### src/rtl/latch_exerciser.sv
// latch_exerciser: drives a fixed six-step C/D stimulus into a gated D latch,
// holds each step for SETTLE clocks, samples Q/notQ at the end of each step
// and reports the per-step mismatches (fail_mask) and an overall pass flag.
module latch_exerciser #(
  parameter int SETTLE = 7
) (
  input  logic       clk,
  input  logic       reset,
  input  logic       start,
  input  logic       q_in,
  input  logic       notq_in,
  output logic       c_out,
  output logic       d_out,
  output logic       busy,
  output logic       done,
  output logic       pass,
  output logic [5:0] fail_mask,
  output logic [2:0] step_idx
);

  typedef enum logic [1:0] {
    ST_IDLE = 2'd0,
    ST_RUN  = 2'd1,
    ST_DONE = 2'd2
  } state_t;

  // Counter value on which the current step is sampled and the next step begins.
  localparam logic [3:0] SETTLE_LAST = 4'(SETTLE - 1);
  localparam logic [2:0] LAST_STEP   = 3'd5;

  // Stimulus table: C input for each step.
  function automatic logic step_c(input logic [2:0] idx);
    case (idx)
      3'd0:    step_c = 1'b1;
      3'd1:    step_c = 1'b0;
      3'd2:    step_c = 1'b1;
      3'd3:    step_c = 1'b0;
      3'd4:    step_c = 1'b1;
      default: step_c = 1'b0;
    endcase
  endfunction

  // Stimulus table: D input for each step.
  function automatic logic step_d(input logic [2:0] idx);
    case (idx)
      3'd0:    step_d = 1'b0;
      3'd1:    step_d = 1'b1;
      3'd2:    step_d = 1'b1;
      3'd3:    step_d = 1'b0;
      3'd4:    step_d = 1'b0;
      default: step_d = 1'b0;
    endcase
  endfunction

  // Stimulus table: Q the latch must show at the end of each step.
  // Steps 1, 3 and 5 have C low, so they test that the latch holds.
  function automatic logic step_q(input logic [2:0] idx);
    case (idx)
      3'd0:    step_q = 1'b0;
      3'd1:    step_q = 1'b0;
      3'd2:    step_q = 1'b1;
      3'd3:    step_q = 1'b1;
      3'd4:    step_q = 1'b0;
      default: step_q = 1'b0;
    endcase
  endfunction

  // Registered state and outputs.
  state_t     r_state;
  logic [3:0] r_settle;
  logic [2:0] r_step;
  logic       r_c;
  logic       r_d;
  logic       r_busy;
  logic       r_done;
  logic       r_pass;
  logic [5:0] r_mask;

  // Next-state values produced by the combinational FSM.
  state_t     w_state_next;
  logic [3:0] w_settle_next;
  logic [2:0] w_step_next;
  logic       w_c_next;
  logic       w_d_next;
  logic       w_busy_next;
  logic       w_done_next;
  logic       w_pass_next;
  logic [5:0] w_mask_next;

  // Sampling helpers.
  logic       w_exp_q;
  logic       w_mismatch;
  logic       w_sample;
  logic [2:0] w_step_inc;
  logic [5:0] w_step_bit;
  logic [5:0] w_mask_upd;

  // Compare Q/notQ against the current step's expectation; only used on sample edges.
  always_comb begin
    w_exp_q    = step_q(r_step);
    w_mismatch = (q_in != w_exp_q) || (notq_in != ~w_exp_q);
    w_sample   = (r_settle == SETTLE_LAST);
    w_step_inc = r_step + 3'd1;
    w_step_bit = 6'(6'd1 << r_step);
    if (w_mismatch) begin
      w_mask_upd = r_mask | w_step_bit;
    end else begin
      w_mask_upd = r_mask;
    end
  end

  // Next-state and next-output logic for IDLE -> RUN -> DONE -> IDLE.
  always_comb begin
    w_state_next  = r_state;
    w_settle_next = r_settle;
    w_step_next   = r_step;
    w_c_next      = r_c;
    w_d_next      = r_d;
    w_busy_next   = r_busy;
    w_done_next   = 1'b0;
    w_pass_next   = r_pass;
    w_mask_next   = r_mask;

    case (r_state)
      ST_IDLE: begin
        if (start) begin
          // Accept a run: results of the previous run are discarded here.
          w_state_next  = ST_RUN;
          w_settle_next = 4'd0;
          w_step_next   = 3'd0;
          w_c_next      = step_c(3'd0);
          w_d_next      = step_d(3'd0);
          w_busy_next   = 1'b1;
          w_pass_next   = 1'b0;
          w_mask_next   = 6'd0;
        end else begin
          w_state_next = ST_IDLE;
        end
      end

      ST_RUN: begin
        if (w_sample) begin
          w_mask_next   = w_mask_upd;
          w_settle_next = 4'd0;
          if (r_step == LAST_STEP) begin
            // Final sample: pass must include this step's result.
            w_state_next = ST_DONE;
            w_step_next  = 3'd0;
            w_c_next     = 1'b0;
            w_d_next     = 1'b0;
            w_busy_next  = 1'b0;
            w_done_next  = 1'b1;
            w_pass_next  = (w_mask_upd == 6'd0);
          end else begin
            w_step_next = w_step_inc;
            w_c_next    = step_c(w_step_inc);
            w_d_next    = step_d(w_step_inc);
          end
        end else begin
          w_settle_next = r_settle + 4'd1;
        end
      end

      ST_DONE: begin
        // One cycle here keeps a held start from retriggering on the done edge.
        w_state_next = ST_IDLE;
      end

      default: begin
        w_state_next  = ST_IDLE;
        w_settle_next = 4'd0;
        w_step_next   = 3'd0;
        w_c_next      = 1'b0;
        w_d_next      = 1'b0;
        w_busy_next   = 1'b0;
        w_pass_next   = 1'b0;
        w_mask_next   = 6'd0;
      end
    endcase
  end

  // FSM state register.
  always_ff @(posedge clk) begin
    if (reset) begin
      r_state <= ST_IDLE;
    end else begin
      r_state <= w_state_next;
    end
  end

  // Datapath and output registers; reset aborts any run without a done pulse.
  always_ff @(posedge clk) begin
    if (reset) begin
      r_settle <= 4'd0;
      r_step   <= 3'd0;
      r_c      <= 1'b0;
      r_d      <= 1'b0;
      r_busy   <= 1'b0;
      r_done   <= 1'b0;
      r_pass   <= 1'b0;
      r_mask   <= 6'd0;
    end else begin
      r_settle <= w_settle_next;
      r_step   <= w_step_next;
      r_c      <= w_c_next;
      r_d      <= w_d_next;
      r_busy   <= w_busy_next;
      r_done   <= w_done_next;
      r_pass   <= w_pass_next;
      r_mask   <= w_mask_next;
    end
  end

  assign c_out     = r_c;
  assign d_out     = r_d;
  assign busy      = r_busy;
  assign done      = r_done;
  assign pass      = r_pass;
  assign fail_mask = r_mask;
  assign step_idx  = r_step;

endmodule

### config.mk
export PLATFORM = sky130hd
export DESIGN_NAME = latch_exerciser
export DESIGN_NICKNAME = d
export VERILOG_FILES = /design/src/rtl/latch_exerciser.sv
export SDC_FILE = /design/constraint.sdc
export NUM_CORES = 1
export LEC_CHECK = 0
export CORE_MARGIN = 5
export CORE_UTILIZATION = 45
export CTS_CLUSTER_DIAMETER = 50
export CTS_CLUSTER_SIZE = 14
export DETAILED_ROUTE_END_ITERATION = 8
export PLACE_DENSITY = 0.71
export SETUP_SLACK_MARGIN = 0.5
export SLEW_MARGIN = 10
export SYNTH_ARGS = -nofsm -noshare
export SYNTH_HDL_FRONTEND = slang
export SYNTH_SLANG_ARGS = --single-unit
### constraint.sdc
create_clock -name clk -period 4.84 [get_ports clk]
set_input_delay 0.968 -clock clk [delete_from_list [all_inputs] [get_ports clk]]
set_output_delay 0.968 -clock clk [all_outputs]
set_load 0.01 [all_outputs]
## Yosys cells after proc, flatten, opt, wreduce, memory -nomap -nowiden

Cells that the tools add are included.
W data, S select, Z words.

- Flip-flop bits (word level): 20
- Latch bits: 0
- RAM bits: 0
- Memory bits (read-only): 0
- Output and inout port bits: 14
- Memories kept: 0

- Add/sub/neg operators: 2
- Multipliers: 0
- Divide/modulo/power cells: 0
- Magnitude comparators: 0
- Equal/unequal tests: 14
- Shift operators: 1
- Multiplexer cells: 33
- Bitwise gates (word level): 5
- Reductions and logical operators: 12

Operators by type and width:

| operator | count |
|---|---|
| $mux W6 | 3 |
| $pmux W6 S3 | 1 |
| $mux W1 | 15 |
| $pmux W1 S3 | 4 |
| $pmux W4 S3 | 1 |
| $eq A3 B2 Y1 const B | 3 |
| $mux W3 | 3 |
| $pmux W3 S3 | 1 |
| $mux W4 | 2 |
| $eq A3 B3 Y1 const B | 2 |
| $logic_not A6 Y1 | 1 |
| $ne A2 B2 Y1 const B | 3 |
| $or A6 B6 Y6 | 1 |
| $reduce_or A3 Y1 | 2 |
| $shl A1 B3 Y6 const A | 1 |
| $add A4 B1 Y4 const B | 1 |
| $eq A4 B3 Y1 const B | 1 |
| $mux W2 | 2 |
| $not A1 Y1 | 4 |
| $pmux W2 S2 | 1 |
| $reduce_and A2 Y1 | 2 |
| $reduce_and A4 Y1 | 1 |
| $reduce_or A2 Y1 | 2 |
| $add A3 B1 Y3 const B | 1 |
| 8 further kinds | 9 |

## Depth between registers and ports, before layout

Gate-level depths: netlist of run 1.

- Depth in word-level cells: 11
- Gate-level depth with buffers: 7
- Depth with buffers taken out: 6

## Least setup slack after synthesis of run 1

OpenSTA, ideal clock, no wires.

- Path kind: in2reg
- Start: in reset
- End: reg r_pass (netlist: pass)
- Arrival: 1.824 ns
- Required time: 4.753 ns
- Slack: 2.929 ns
- Stages on the path: 4
- Cell sequence: or3b_4 -> nor4_2 -> nand4_1 -> o31ai_1

RTL lines:

| item | RTL line | text |
|---|---|---|
| start, declared | 8 | `input logic reset,` |
| end signal, assigned | 209 | `r_pass <= w_pass_next;` |
| end, declared | 76 | `logic r_pass;` |

==> out/results.ini, run 1 <==
[floorplan]
core_area_mm2 = 0.00200
start_util_pct = 48.5
die-height_um = 56.5
die_area_mm2 = 0.00319
ioPinCount = 19
rows = 16
die_w_um = 56.5

[placed_design]
place_hpwl_mm = 1.62
place.gp.congestion = 0.805
dpl_cell_area_mm2 = 0.00117
io_buffer_count = 18

[timing]
rsz0062_at_grt = false
finalMaxSlewViolations = 0
fmax_ghz = 0.401
skew_ps = 5.63
slew_headroom_pct = 65.1
finalCriticalPeriod_ps = 2490
worstMarginPinSlew_ps = 522
hold_viol_final = 0
period_share_pct = 51.5
fin_tns_setup_ps = 0
finalSetupViolCount = 0

[setup_path]
r2r_end = fail_mask[4]
r2r_slack_ps = 3080
arrival_ps = 2710
end_kind = flip-flop
worstPathMaxFanout = 14
ff2ff_path_depth = 5
required_ps = 5060
critPathLaunchType = input pin
endpoint = pass
criticalPathCategory = input pin to flip-flop
critPathLaunch = reset
r2r_start = step_idx[0]

[synthesis]
syn_area_um2 = 971
synthFlopType = dfxtp_1
synth.distinct_cells = 38
yosys_warnings = 0
yosysSeqAreaShare_pct = 41.2
synth_nets = 119
syn_avg_cell_area_um2 = 8.75
ys_async_sr_fraction_pct = 0
ys_ff_latch = 20
syn_inst = 111
synth-edff-count = 0

[cts]
post_cts_buffers = 0
htreeDepth = 1
cts_buffers = 3
cts_tree = built
clock_path_buffers = 2
cts.clk_slew.worst_paths_ps = 110
hold_buffers = 0
clock_sinks = 20
clock_latency_ps = 300
clockRootBuffer = clkbuf_4
cts_resized = 0

[global_routing]
grt_max_degree = 15
grt_pass1_wl_mm = 3.83
grt_usage_pct = 14.7
antenna_found_initial = 0
grt_pass1_vias = 842
grt_overflow_total = 0

[cells_and_area]
fin_area_mm2 = 0.00120
area_growth_pct = 24.1
fin_util_pct = 60.2
nFillCells = 177
antennaDiodeCount = 0
drive_above_1_share_pct = 8.53
nNetsFinal = 138
final_cell_mix = dfxtp_1, clkdlybuf4s50_1, a21oi_1
layout_commonest_cell = dfxtp_1

[pwr]
clkPwrFrac_pct = 32.5
p_leak_uw = 0.000429
ir_drop_v = 0.000169
powerDensity_mw_per_mm2 = 253
pwr-share-seq_pct = 56.6
p_sw_uw = 75.5
combPwrFrac_pct = 10.8
swShare_pct = 24.8
p_int_uw = 229

[detailed_routing]
via_count = 893
wl_per_cell_um = 14.4
drtIter0Drc = 15
routed_wl_mm = 2.25
firstDrtPassIters = 4
vias_per_cell = 5.72
drc = 0
antenna_left = 0

[worst_hold_path]
hp-class = flip-flop to flip-flop

[run_status]
status = complete, no violations

[job]
drv_cap = 0

==> critical path: stages <==
cell	delay, ps
clkdlybuf4s50_1	670
or3b_4	530
nor4_2	220
nand4_1	130
o31ai_1	200
==> cells by family (layout without fill, tap and decap cells) <==
family | Yosys count | count (layout) | synth area share [%]
muxes | 1 | 1 | 1.16
buffers and inverters | 9 | 27 | 3.61
DFF | 20 | 20 | 41.2
AOI/OAI and AO/OA | 32 | 32 | 21.4
and+or+nand+nor | 45 | 45 | 27.8
xor gates and xnor gates | 1 | 1 | 0.902
adders and majority gates | 3 | 3 | 3.87
==> area by class of cell <==
class / count / area (µm²) / share of cell area [%]
flip-flops and latches: 20 / 400 / 33.2
well taps: 27 / 33.8 / 2.80
multi-input cells: 82 / 536 / 44.4
repair buffers: 18 / 180 / 15.0
inverters: 5 / 18.8 / 1.56
clock buffers: 4 / 36.3 / 3.01
==> power groups by stage <==
stage / Clock, µW / Sequential (µW) / Combinational, µW
finish: 99.1 / 172 / 33.0
global route: 107 / 173 / 36.3
CTS: 99.3 / 172 / 32.8
global placement: 0 / 176 / 32.2
floorplan: 0 / 175 / 20.3
detailed placement: 0 / 176 / 32.4
==> flip-flops by register name, indices dropped and copies added, names as in the netlist <==
register / flops
fail_mask: 6
r_settle: 4
step_idx: 3
r_state: 2
busy: 1
c_out: 1
d_out: 1
done: 1
pass: 1
==> Yosys cell counts (2+ instances only) <==
cell type	instances	area (µm²)
nand3_1	3	15.0
o21ai_0	4	20.0
ha_1	3	37.5
o21ai_1	4	20.0
nand3b_1	2	15.0
nor2_1	10	37.5
dfxtp_1	20	400
nor4_2	2	25.0
or3_1	2	12.5
inv_1	5	18.8
nor2b_1	2	12.5
and3b_1	2	17.5
clkbuf_1	2	7.51
nor4_1	2	12.5
nand2_1	5	18.8
nor3_1	5	25.0
a21oi_1	11	55.1
nand2b_1	5	31.3
a31oi_1	2	12.5
a22o_1	2	17.5
==> through the flow <==
step	setup slack, ps	hold WS [ps]	total power, µW	std cells
6_report	2350	463	304	156
5_1_grt	2220	508	317	156
4_1_cts	2370	468	304	156
3_5_place_dp	2040	451	208	152
3_3_place_gp	2110	450	208	152
2_1_floorplan	2930	476	195	111
==> layer usage <==
layer | vias to the layer above | global-route usage, % | part of all wire, % | wire, µm
met5 | - | 0 | 0 | 0
met4 | 0 | 4.75 | 1.1 | 25
met3 | 4 | 3.21 | 4.7 | 106
met2 | 23 | 23.4 | 44 | 1000
met1 | 419 | 19.5 | 50 | 1120
li1 | 447 | - | - | -
==> worst min path at each step <==
stage | start | to | slack, ps | depth (start not counted)
2_1_floorplan | d_out | d_out | 480 | 2
3_3_place_gp | d_out | d_out | 450 | 2
3_5_place_dp | d_out | d_out | 450 | 2
4_1_cts | d_out | d_out | 470 | 2
5_1_grt | d_out | d_out | 510 | 2
6_report | d_out | d_out | 460 | 2
No activity file was read; power rests on OpenSTA's default activity.
==> run 2, diff against run 1 <==
Clock period 4.84 ns to 2.36 ns, I/O delays scaled along.
==> run 2 against run 1 <==
  * Clock power grew 57%
  * Sequential power increased by 110%
  * Cell area down 0.10%
  * Routed wire length decreased by 3.4%
  * Critical path type is now flip-flop to primary output
  * Critical endpoint is now step_idx[1]
  * Largest power group unchanged
  * Final cell count unchanged
  * Clock skew is 4.0 ps higher
==> out/results.ini, run 2 (same netlist as run 1, synthesis figures left out) <==
[setup_path]
crit_chain = clkdlybuf4s50_1
path_buf_inv = 1
r2r_end = fail_mask[4]
arrival_ps = 1300
crit_path_max_incr_delay_ps = 570
slowest_stage = clkdlybuf4s50_1
end_kind = primary output
worstPathMaxFanout = 10
ff2ff_path_depth = 5
r2r_start = r_settle[1]
crit_family = buffers and inverters
required_ps = 1890
criticalPathCategory = flip-flop to primary output
critPathLaunchType = flip-flop
r2r_slack_ps = 680

[cts]
clock_sinks = 20
htreeDepth = 1
clockRootBuffer = clkbuf_4
clock_latency_ps = 300
clock_path_buffers = 2
cts_buffers = 3
cts_tree = built
cts.clk_slew.worst_paths_ps = 110
hold_buffers = 0
post_cts_buffers = 0

[timing]
finalSetupViolCount = 0
worstMarginPinSlew_ps = 433
rsz0062_at_grt = false
fmax_ghz = 0.563
hold_viol_final = 0
fin_tns_setup_ps = 0
slew_headroom_pct = 71.0
period_share_pct = 75.3
finalCriticalPeriod_ps = 1780
finalMaxSlewViolations = 0
skew_ps = 9.63

[global_routing]
grt_util_met3_pct = 4.59
grt_pass1_vias = 812
use_met2_pct = 21.9
grt_pass1_wl_mm = 3.56
antenna_found_initial = 0
busiest_layer = met2
grt_usage_pct = 14.0
grt_overflow_total = 0
gr-usage-met1_pct = 17.8
grt_max_degree = 14

[detailed_routing]
vias_per_cell = 5.54
wl_per_cell_um = 13.9
drc = 0
routed_wl_mm = 2.18
antenna_left = 0
via_count = 865
firstDrtPassIters = 4
drtIter0Drc = 15

[placed_design]
place.gp.congestion = 0.860
place_hpwl_mm = 1.62
io_buffer_count = 18
dpl_cell_area_mm2 = 0.00118

[floorplan]
die_area_mm2 = 0.00319
rows = 16
ioPinCount = 19
core_area_mm2 = 0.00200
start_util_pct = 48.5
die-height_um = 56.5
die_w_um = 56.5

[cells_and_area]
final_cell_mix = clkdlybuf4s50_1, dfxtp_1, a21oi_1
layout_commonest_cell = clkdlybuf4s50_1
nNetsFinal = 139
area_growth_pct = 24.0
drive_above_1_share_pct = 11.6
antennaDiodeCount = 0
fin_util_pct = 60.1
largest_reg_flops = 6
fin_area_mm2 = 0.00120
nFillCells = 186

[pwr]
powerDensity_mw_per_mm2 = 480
p_leak_uw = 0.000428
power_uw = 578
ir_drop_v = 0.000258

[worst_hold_path]
holdPathStages = 2
hp-class = flip-flop to flip-flop
hold_end = d_out
hold_start = d_out

[run_status]
status = complete, no violations

[job]
drv_cap = 0

run 2: timing repair:
item                                    4_1_cts  5_1_grt
endpoints found under the setup margin        2        2
hold endpoints to repair                      0        0
resized for setup                             2        2
run 2: how the worst max path moves through the flow:
| stage | start | to | slack (ps) | cells past startpoint |
|---|---|---|---|---|
| finish | step_idx[1] | step_idx[1] | 580 | 1 |
| global route | step_idx[1] | step_idx[1] | 520 | 1 |
| CTS | step_idx[2] | step_idx[2] | 500 | 1 |
| detailed placement | start | pass | 310 | 5 |
| global placement | start | pass | 300 | 5 |
| floorplan | step_idx[0] | fail_mask[4] | 620 | 6 |
run 2: layout make-up:
cell class	count	area [µm²]	area share, %
multi-input cells	82	536	44.5
well taps	27	33.8	2.81
flip-flops and latches	20	405	33.7
inverters	5	18.8	1.56
clock buffers	3	22.5	1.87
repair buffers	19	188	15.6
run 2: per-layer routing:
layer | wire (µm) | share of wire [%] | vias up
met3 | 101 | 4.6 | 5
met4 | 31 | 1.4 | 0
met1 | 1050 | 48 | 400
met5 | 0 | 0 | -
li1 | - | - | 442
met2 | 989 | 45 | 18
run 2: worst register-to-register path, cell delays in order, from the launching register on:
cell and delay [ps]:
dfxtp_1 430, ha_1 190, and3b_1 330, nand3_1 220, nor4b_2 290, a22o_1 170
run 2: per-stage QoR:
step                std cells  setup WS (ps)  hold slack [ps]
floorplan                 111            615              476
global placement          153            304              454
detailed placement        153            315              458
CTS                       156            500              473
global route              156            516              501
finish                    156            583              471
run 2: power by group:
part,internal (µW),switching (µW),total (µW)
registers,345,8.34,353
clock network,59.5,96.4,156
logic,31.7,36.6,68.3
total,436,141,578
==> run 3, diff against run 2 <==
Settings changed: PLACE_DENSITY 0.71 to 0.74.
Clock period 2.36 ns to 1.6 ns, I/O delays scaled along.
==> run 3 against run 2 <==
  * Routed wire length grew 82%
  * Global-route usage increased by 6.8 points
  * Clock-buffer cell count unchanged
  * Cell area rose by 47%
  * Highest routed layer unchanged
==> out/results.ini, run 3 (same netlist as run 1, synthesis figures left out) <==
[global_routing]
grt_usage_pct = 20.8
grt_overflow_total = 0
antenna_found_initial = 0
grt_pass1_wl_mm = 5.17
grt_max_degree = 14
grt_pass1_vias = 1039

[detailed_routing]
drc = 0
antenna_left = 0
firstDrtPassIters = 4
vias_per_cell = 6.05
drtIter0Drc = 86
wl_per_cell_um = 20.3
via_count = 1180
routed_wl_mm = 3.95

[cells_and_area]
fin_area_mm2 = 0.00177
area_growth_pct = 82.6
drive_above_1_share_pct = 61.9
multi_input_area_um2 = 712
fin_cells = 195
final_cell_mix = buf_4, buf_6, dfxtp_2
register_area_um2 = 432
nFillCells = 94
nNetsFinal = 177
largest_reg_flops = 6
antennaDiodeCount = 0
layout_commonest_cell = buf_4

[cts]
cts_buffers = 3
cts_tree = built
htreeDepth = 1
clock_sinks = 20
hold_buffers = 0
cts.clk_slew.worst_paths_ps = 120
clockRootBuffer = clkbuf_4
clock_latency_ps = 320
clock_path_buffers = 2

[timing]
finalCriticalPeriod_ps = 1560
skew_ps = 14.5
fmax_ghz = 0.639
hold_viol_final = 0
worstMarginPinSlew_ps = 333
finalSetupViolCount = 0
slew_headroom_pct = 77.6
period_share_pct = 97.8
rsz0062_at_grt = true
fin_tns_setup_ps = 0
finalMaxSlewViolations = 0

[pwr]
ir_drop_v = 0.000784
powerDensity_mw_per_mm2 = 640
power_uw = 1130
p_leak_uw = 0.000732

[floorplan]
die_w_um = 56.5
rows = 16
die_area_mm2 = 0.00319
ioPinCount = 19
die-height_um = 56.5
start_util_pct = 48.5
core_area_mm2 = 0.00200

[placed_design]
place_hpwl_mm = 1.99
dpl_cell_area_mm2 = 0.00137
place.gp.congestion = 0.827
dp.cells = 168
io_buffer_count = 18

[setup_path]
worstPathMaxFanout = 7
arrival_ps = 1770
r2r_slack_ps = 40
r2r_start = r_settle[0]
criticalPathCategory = flip-flop to flip-flop
r2r_end = c_out
endpoint = c_out
end_kind = flip-flop
critPathLaunchType = flip-flop
required_ps = 1800
critPathLaunch = r_settle[0]
ff2ff_path_depth = 6

[job]
drv_cap = 0

[run_status]
status = complete, no violations

[worst_hold_path]
holdPathStages = 2
hp-class = flip-flop to flip-flop

[run 3: routing by layer]
metal / global-route usage (%) / up-vias / part of all wire (%)
met4: 8.47 / 0 / 5.3
met3: 2.52 / 24 / 9.2
met2: 38.1 / 99 / 49
li1: - / 524 / -
met5: 0 / - / 0
met1: 23.9 / 533 / 36
[run 3: stage by stage]
step	utilization, %	setup WS (ps)	hold slack (ps)
6_report	88.6	35.1	485
5_1_grt	88.6	5.61	494
4_1_cts	79.8	124	472
3_5_place_dp	68.4	-219	459
3_3_place_gp	68.4	-206	465
2_1_floorplan	-	127	481
[run 3: where the power goes]
| group | leakage (µW) | internal (µW) | total [µW] | switching (µW) |
|---|---|---|---|---|
| Combinational | 0.000533 | 91.4 | 189 | 97.8 |
| Clock | 0.0000279 | 253 | 431 | 178 |
| Sequential | 0.000171 | 504 | 514 | 9.54 |
| Total | 0.000732 | 849 | 1130 | 285 |
[run 3: final cells by class]
cell class	instances	area share [%]
Clock buffer	3	1.27
Clock inverter	1	1.69
Inverter	5	1.06
Multi-Input combinational cell	82	40.2
Sequential cell	20	24.3
Tap cell	27	1.91
Timing Repair Buffer	57	29.6
[run 3: critical path, cell delays in order, from the launching register on]
cell and delay (ps):
dfxtp_2 360, inv_2 50, ha_4 150, and3b_2 280
o22ai_4 280, a21oi_1 100, a32o_1 240
[run 3: worst min-delay path by stage]
stage / end / startpoint / slack [ps]
finish: d_out / d_out / 490
global route: d_out / d_out / 490
CTS: d_out / d_out / 470
detailed placement: d_out / d_out / 460
global placement: d_out / d_out / 460
floorplan: r_settle[3] / r_settle[3] / 480
[run 3: timing repair]
| item | in CTS | in global routing |
|---|---|---|
| setup endpoints to repair | 34 | 34 |
| pin swaps | 10 | 5 |
| resized for setup | 97 | 21 |
| setup buffers | 10 | 13 |
